<file path="src/rtl/des_pkg.sv">
// Shared types and constants for the DES mode-of-operation controller.
package des_pkg;

  localparam int DES_BLK_W = 64;

  localparam logic MODE_ENC = 1'b0;
  localparam logic MODE_DEC = 1'b1;

  typedef enum logic [2:0] {
    ST_IDLE  = 3'd0,
    ST_SETUP = 3'd1,
    ST_START = 3'd2,
    ST_WAIT  = 3'd3,
    ST_OUT   = 3'd4
  } state_e;

  // Conditional chaining XOR: returns a ^ b when en is set, a otherwise.
  function automatic logic [DES_BLK_W-1:0] cbc_xor(input logic en,
                                                   input logic [DES_BLK_W-1:0] a,
                                                   input logic [DES_BLK_W-1:0] b);
    logic [DES_BLK_W-1:0] r;
    if (en) begin
      r = a ^ b;
    end else begin
      r = a;
    end
    return r;
  endfunction

endpackage

</file>
<file path="src/rtl/des_chain_unit.sv">
// CBC chaining datapath: chain register plus the pre-core and post-core XORs.
module des_chain_unit
  import des_pkg::*;
(
  input  logic                 clk,
  input  logic                 rst_n,
  input  logic                 load_iv_i,
  input  logic [DES_BLK_W-1:0] iv_i,
  input  logic [DES_BLK_W-1:0] pre_data_i,
  input  logic                 pre_cbc_i,
  input  logic                 pre_dec_i,
  input  logic                 post_cbc_i,
  input  logic                 post_dec_i,
  input  logic [DES_BLK_W-1:0] blk_i,
  input  logic [DES_BLK_W-1:0] core_dout_i,
  input  logic                 upd_i,
  output logic [DES_BLK_W-1:0] pre_xor_o,
  output logic [DES_BLK_W-1:0] post_xor_o,
  output logic [DES_BLK_W-1:0] chain_o
);

  logic [DES_BLK_W-1:0] chain_q;
  logic [DES_BLK_W-1:0] chain_d;

  // Encrypt XORs before the core, decrypt XORs after it; ECB bypasses both.
  assign pre_xor_o  = cbc_xor(pre_cbc_i && !pre_dec_i, pre_data_i, chain_q);
  assign post_xor_o = cbc_xor(post_cbc_i && post_dec_i, core_dout_i, chain_q);
  assign chain_o    = chain_q;

  // Next chain value: IV load, or CBC feedback (ciphertext on both directions).
  always_comb begin
    chain_d = chain_q;
    if (load_iv_i) begin
      chain_d = iv_i;
    end else if (upd_i && post_cbc_i) begin
      if (post_dec_i) begin
        chain_d = blk_i;
      end else begin
        chain_d = core_dout_i;
      end
    end else begin
      chain_d = chain_q;
    end
  end

  // Chain register.
  always_ff @(posedge clk or negedge rst_n) begin
    if (!rst_n) begin
      chain_q <= '0;
    end else begin
      chain_q <= chain_d;
    end
  end

endmodule

</file>
<file path="src/rtl/des_cbc_ctrl.sv">
// ECB/CBC initiator sequencing an iterative DES core, one block in flight.
module des_cbc_ctrl
  import des_pkg::*;
#(
  parameter int TIMEOUT_CYC = 64,
  parameter int CNT_W       = 7
) (
  input  logic        clk,
  input  logic        rst_n,
  input  logic        cfg_decrypt,
  input  logic        cfg_cbc,
  input  logic [63:0] key,
  input  logic [63:0] iv,
  input  logic        iv_load,
  input  logic        s_valid,
  output logic        s_ready,
  input  logic [63:0] s_data,
  output logic        m_valid,
  input  logic        m_ready,
  output logic [63:0] m_data,
  output logic        busy,
  output logic        timeout_err,
  output logic [63:0] core_din,
  output logic [63:0] core_key,
  output logic        core_mode,
  output logic        core_start,
  input  logic [63:0] core_dout,
  input  logic        core_valid
);

  state_e             state_q, state_d;
  logic [CNT_W-1:0]   cnt_q, cnt_d;
  logic               dec_q, dec_d;
  logic               cbc_q, cbc_d;
  logic [63:0]        blk_q, blk_d;
  logic [63:0]        core_din_q, core_din_d;
  logic [63:0]        core_key_q, core_key_d;
  logic               core_mode_q, core_mode_d;
  logic               core_start_q, core_start_d;
  logic               m_valid_q, m_valid_d;
  logic [63:0]        m_data_q, m_data_d;
  logic               tmo_q, tmo_d;
  logic               live_q;
  logic               iv_en_s;
  logic               upd_s;
  logic [63:0]        pre_xor_s;
  logic [63:0]        post_xor_s;
  logic [63:0]        chain_s;

  // live_q keeps s_ready low while reset is held and releases it afterwards.
  assign s_ready     = live_q && (state_q == ST_IDLE) && !iv_load;
  assign busy        = (state_q != ST_IDLE);
  assign m_valid     = m_valid_q;
  assign m_data      = m_data_q;
  assign timeout_err = tmo_q;
  assign core_din    = core_din_q;
  assign core_key    = core_key_q;
  assign core_mode   = core_mode_q;
  assign core_start  = core_start_q;

  des_chain_unit u_chain (
    .clk         (clk),
    .rst_n       (rst_n),
    .load_iv_i   (iv_en_s),
    .iv_i        (iv),
    .pre_data_i  (s_data),
    .pre_cbc_i   (cfg_cbc),
    .pre_dec_i   (cfg_decrypt),
    .post_cbc_i  (cbc_q),
    .post_dec_i  (dec_q),
    .blk_i       (blk_q),
    .core_dout_i (core_dout),
    .upd_i       (upd_s),
    .pre_xor_o   (pre_xor_s),
    .post_xor_o  (post_xor_s),
    .chain_o     (chain_s)
  );

  // Next-state and output logic; core_start_d is high only on entry to START.
  always_comb begin
    state_d      = state_q;
    cnt_d        = cnt_q;
    dec_d        = dec_q;
    cbc_d        = cbc_q;
    blk_d        = blk_q;
    core_din_d   = core_din_q;
    core_key_d   = core_key_q;
    core_mode_d  = core_mode_q;
    core_start_d = 1'b0;
    m_valid_d    = m_valid_q;
    m_data_d     = m_data_q;
    tmo_d        = tmo_q;
    iv_en_s      = 1'b0;
    upd_s        = 1'b0;
    case (state_q)
      ST_IDLE: begin
        if (iv_load) begin
          iv_en_s = 1'b1;
        end else if (s_valid && live_q) begin
          dec_d       = cfg_decrypt;
          cbc_d       = cfg_cbc;
          blk_d       = s_data;
          core_din_d  = pre_xor_s;
          core_key_d  = key;
          core_mode_d = cfg_decrypt ? MODE_DEC : MODE_ENC;
          state_d     = ST_SETUP;
        end else begin
          state_d = ST_IDLE;
        end
      end
      ST_SETUP: begin
        if (!core_valid) begin
          core_start_d = 1'b1;
          state_d      = ST_START;
        end else begin
          state_d = ST_SETUP;
        end
      end
      ST_START: begin
        cnt_d   = '0;
        state_d = ST_WAIT;
      end
      ST_WAIT: begin
        cnt_d = cnt_q + CNT_W'(1);
        if (core_valid) begin
          upd_s     = 1'b1;
          m_data_d  = post_xor_s;
          m_valid_d = 1'b1;
          state_d   = ST_OUT;
        end else if (cnt_q == CNT_W'(TIMEOUT_CYC - 1)) begin
          tmo_d   = 1'b1;
          state_d = ST_IDLE;
        end else begin
          state_d = ST_WAIT;
        end
      end
      ST_OUT: begin
        if (m_ready) begin
          m_valid_d = 1'b0;
          state_d   = ST_IDLE;
        end else begin
          m_valid_d = 1'b1;
        end
      end
      default: begin
        state_d = ST_IDLE;
      end
    endcase
  end

  // State, counter and registered core/result interface.
  always_ff @(posedge clk or negedge rst_n) begin
    if (!rst_n) begin
      state_q      <= ST_IDLE;
      cnt_q        <= '0;
      dec_q        <= 1'b0;
      cbc_q        <= 1'b0;
      blk_q        <= '0;
      core_din_q   <= '0;
      core_key_q   <= '0;
      core_mode_q  <= 1'b0;
      core_start_q <= 1'b0;
      m_valid_q    <= 1'b0;
      m_data_q     <= '0;
      tmo_q        <= 1'b0;
      live_q       <= 1'b0;
    end else begin
      state_q      <= state_d;
      cnt_q        <= cnt_d;
      dec_q        <= dec_d;
      cbc_q        <= cbc_d;
      blk_q        <= blk_d;
      core_din_q   <= core_din_d;
      core_key_q   <= core_key_d;
      core_mode_q  <= core_mode_d;
      core_start_q <= core_start_d;
      m_valid_q    <= m_valid_d;
      m_data_q     <= m_data_d;
      tmo_q        <= tmo_d;
      live_q       <= 1'b1;
    end
  end

endmodule

</file>
<file path="config.mk">
export PLATFORM = sky130hd
export DESIGN_NAME = des_cbc_ctrl
export DESIGN_NICKNAME = d
export VERILOG_FILES = /design/src/rtl/des_pkg.sv /design/src/rtl/des_chain_unit.sv /design/src/rtl/des_cbc_ctrl.sv
export SDC_FILE = /design/constraint.sdc
export NUM_CORES = 1
export LEC_CHECK = 0
export BUFFER_PORTS_ARGS = -buffer_cell sky130_fd_sc_hd__buf_2
export CAP_MARGIN = 20
export CORE_MARGIN = 10
export CORE_UTILIZATION = 50
export DETAILED_ROUTE_END_ITERATION = 6
export PLACE_DENSITY_LB_ADDON = 0.1
export SLEW_MARGIN = 20
export SYNTH_ARGS = -nofsm -noshare
export SYNTH_HDL_FRONTEND = slang
export SYNTH_SLANG_ARGS = --single-unit
</file>
<file path="constraint.sdc">
create_clock -name clk -period 5.64 [get_ports clk]
set_input_delay 1.41 -clock clk [delete_from_list [all_inputs] [get_ports clk]]
set_output_delay 1.41 -clock clk [all_outputs]
set_load 0.005 [all_outputs]
</file>
==> results.json <==
{
  "status": "finished clean",
  "clock_path_buffers": 3,
  "routed_wl_mm": 46.75,
  "async_flop_share_pct": 100.0,
  "period_share_pct": 61.46,
  "yosys-top-cells-area": "dfrtp_1 (51%), mux2_2 (18%), mux2_4 (11%)",
  "synth.avg_cell_area_um2": 13.21,
  "path_delay_family": "simple AND/OR/NAND/NOR gates",
  "cap_violations": 0,
  "cts_setup_buffers": 0,
  "gp_congestion": 0.8001,
  "gr-total-overflow": 0,
  "grt-busiest-layer": "met2",
  "antenna_found_initial": 12,
  "ir_drop_v": 0.0003669,
  "synth_nets": 1520,
  "path_depth": 3,
  "fin_cells": 2164,
  "rsz0062_at_grt": "no",
  "dp.cells": 2085,
  "seq_area_frac_synth_pct": 50.71,
  "clkLatencyLatePin_ns": 0.51,
  "grt_pass1_vias": 12270,
  "grt_pass1_wl_mm": 72.46,
  "cp.required_ns": 4.23,
  "critical_path_class": "flip-flop to primary output",
  "grtUsageTotal_pct": 22.25,
  "avgViaCountPerCell": 5.267,
  "hold_class": "flip-flop to flip-flop",
  "hold_viol": 0,
  "path_buf_inv": 1,
  "period_minus_slack_ns": 3.466,
  "hp-start": "m_data[57]$_DFFE_PN0N_",
  "num_io_pins": 462,
  "worst_path_max_delay_cell": "dfrtp_1",
  "drc": 0,
  "core_um2": 32620,
  "tns_ns": 0,
  "synth.distinct_cells": 41,
  "hpwl_mm": 32.79,
  "reg2reg_setup_slack_ns": 2.71,
  "initial_core_util_pct": 50.84,
  "reg2regPathDepth": 4,
  "path_cells": "or3_1 -> nor3b_1 -> buf_2",
  "leakagePower_uw": 0.009699,
  "nNetsFinal": 1949,
  "ant_nets": 0,
  "die_h_um": 202.1,
  "layout-drive-gt1-share_pct": 53.71,
  "grt.met1_usage_pct": 27.99,
  "tritoncts": "yes",
  "vias": 11400,
  "finalMaxSlewViolations": 0,
  "filler_cell_count": 2664,
  "finalSetupViolCount": 0,
  "fin_skew_ns": 0.009130,
  "wire_per_inst_um": 21.60,
  "r2r_start": "state_q[0]$_DFFE_PN0P_",
  "fmax_mhz": 288.5,
  "synth.cell_area_um2": 16580,
  "met3_usage_pct": 6.061,
  "cts-root-buf": "clkbuf_16",
  "critPathCapture": "s_ready",
  "dieArea_um2": 40850,
  "cts_sinks": 336,
  "port_buffers": 461,
  "drt_iter0_markers": 579,
  "die_w_um": 202.1,
  "worst_path_largest_cell_delay_ns": 0.61,
  "synthCells": 1255,
  "startpoint_type": "flip-flop",
  "pwr_density_cell_nw_per_um2": 541.8,
  "ctsHoldBuffers": 0,
  "worst_pin_slew_ns": 0.9348,
  "grt_max_degree": 111,
  "r2r_end": "u_chain.chain_o[38]$_DFFE_PN0P_",
  "crit_path_start": "state_q[0]$_DFFE_PN0P_",
  "firstDrtPassIters": 4,
  "synth_top_area_cell": "dfrtp_1",
  "gr-usage-met2_pct": 36.54,
  "cts-buffers-inserted": 39,
  "syn2layout_area_growth_pct": 23.63,
  "clk_pin_slew_ns": 0.06,
  "ys.flop_type": "dfrtp_1",
  "ys_seq_elements": 336,
  "synth_warnings": 0,
  "maxSlewHeadroom_pct": 37.68,
  "cp_max_fo": 23,
  "synth-edff-count": 0,
  "cts-resized-gates": 0,
  "synth_top_area_share_pct": 50.71,
  "rows": 66,
  "htree_num_levels": 2,
  "critical_path_arrival_ns": 2.06,
  "end_kind": "primary output"
}
## synthesized netlist by cell type, types with 2 or more instances
| library cell | number |
|---|---|
| a22o_1 | 3 |
| a31oi_1 | 2 |
| buf_1 | 7 |
| buf_2 | 10 |
| buf_4 | 23 |
| buf_6 | 6 |
| clkbuf_1 | 42 |
| dfrtp_1 | 336 |
| mux2_1 | 10 |
| mux2_2 | 258 |
| mux2_4 | 120 |
| nand2_1 | 74 |
| nand2b_1 | 5 |
| nand3_1 | 68 |
| nand3b_1 | 66 |
| nor3b_1 | 4 |
| o211ai_1 | 3 |
| o21ai_0 | 67 |
| o21bai_1 | 2 |
| or3b_2 | 2 |
| xnor2_1 | 64 |
| xor2_1 | 64 |
## registers in the layout, summed over array words and instances, names as in the netlist, 3 cells and up
register / flops
u_chain.chain_o: 64
m_data: 64
cnt_q: 7
core_din: 64
core_key: 64
state_q: 3
blk_q: 64
## report_power, final
part           leakage (µW)  switching, µW  total, µW  internal, µW
clock              0.000649            980       2580          1600
combinational       0.00493           1760       4200          2430
sequential          0.00412            752       4320          3570
total               0.00970           3500      11100          7610
## through the flow
stage	instance area, µm²	worst slack [ns]	hold WS [ns]	power [µW]	utilization (%)
after floorplan	16580	2.614	0.4510	7054	-
after global placement	19160	1.970	0.4385	8487	58.73
after detailed placement	19160	1.943	0.4512	8621	58.73
after CTS	20480	2.103	0.4768	11250	62.78
after global routing	20490	2.010	0.4932	11830	62.83
final	20500	2.174	0.4743	11110	62.85
## area by class of cell
type | instances | area [µm²] | share of cell area, %
clock buffers | 59 | 1164 | 5.676
diodes | 9 | 22.52 | 0.1099
flip-flops and latches | 336 | 8413 | 41.04
well taps | 442 | 553.0 | 2.698
clock inverters | 11 | 157.7 | 0.7690
multi-input cells | 830 | 7706 | 37.59
inverters | 1 | 3.754 | 0.01831
repair buffers | 476 | 2480 | 12.10
## how the worst min path moves through the flow
stage	endpoint	cells past startpoint	slack, ns
5_1_grt	m_data[10]$_DFFE_PN0N_	2	0.49
4_1_cts	m_data[10]$_DFFE_PN0N_	2	0.48
3_5_place_dp	timeout_err$_DFFE_PN0P_	1	0.45
3_3_place_gp	timeout_err$_DFFE_PN0P_	1	0.44
2_1_floorplan	timeout_err$_DFFE_PN0P_	1	0.45
6_report	m_data[57]$_DFFE_PN0N_	2	0.47
## per-layer routing
| metal | wire length [µm] | up-vias |
|---|---|---|
| met4 | 1164 | 8 |
| met3 | 3173 | 76 |
| met1 | 19760 | 5714 |
| met2 | 22600 | 339 |
| li1 | - | 5260 |
| met5 | 48 | - |
## worst register-to-register path: cells and delay by family (launching register included)
| family | cells | cell delay [ns] |
|---|---|---|
| mux | 2 | 0.62 |
| flops | 1 | 0.74 |
| buf+inv | 1 | 0.60 |
| simple gates | 1 | 0.86 |
## placed cells by master (no fill, tap or decap), types with 2 or more instances in the layout
cell type,n
mux2_2,258
xor2_1,64
o21ai_0,67
mux2_1,10
xnor2_1,64
clkinv_2,6
o211ai_1,3
o21bai_1,2
or3b_2,2
clkbuf_1,11
nand3b_1,66
nand2_1,74
nor3b_1,4
dfrtp_1,334
diode_2,9
buf_4,11
bufinv_16,4
buf_12,4
a31oi_1,2
nand2b_1,5
buf_2,460
nand3_1,68
mux2_4,120
clkbuf_16,41
a22o_1,3
clkbuf_8,7
## kinds of logic after synthesis
group	after synthesis	synth area share (%)
fa+ha+maj	1	0.07544
xor+xnor	128	6.761
simple gates	229	7.636
other cells	1	0.02261
buf+inv	89	2.882
flops	336	50.71
compound gates	82	2.792
mux	389	29.13
(Power assumes the default switching activity.)
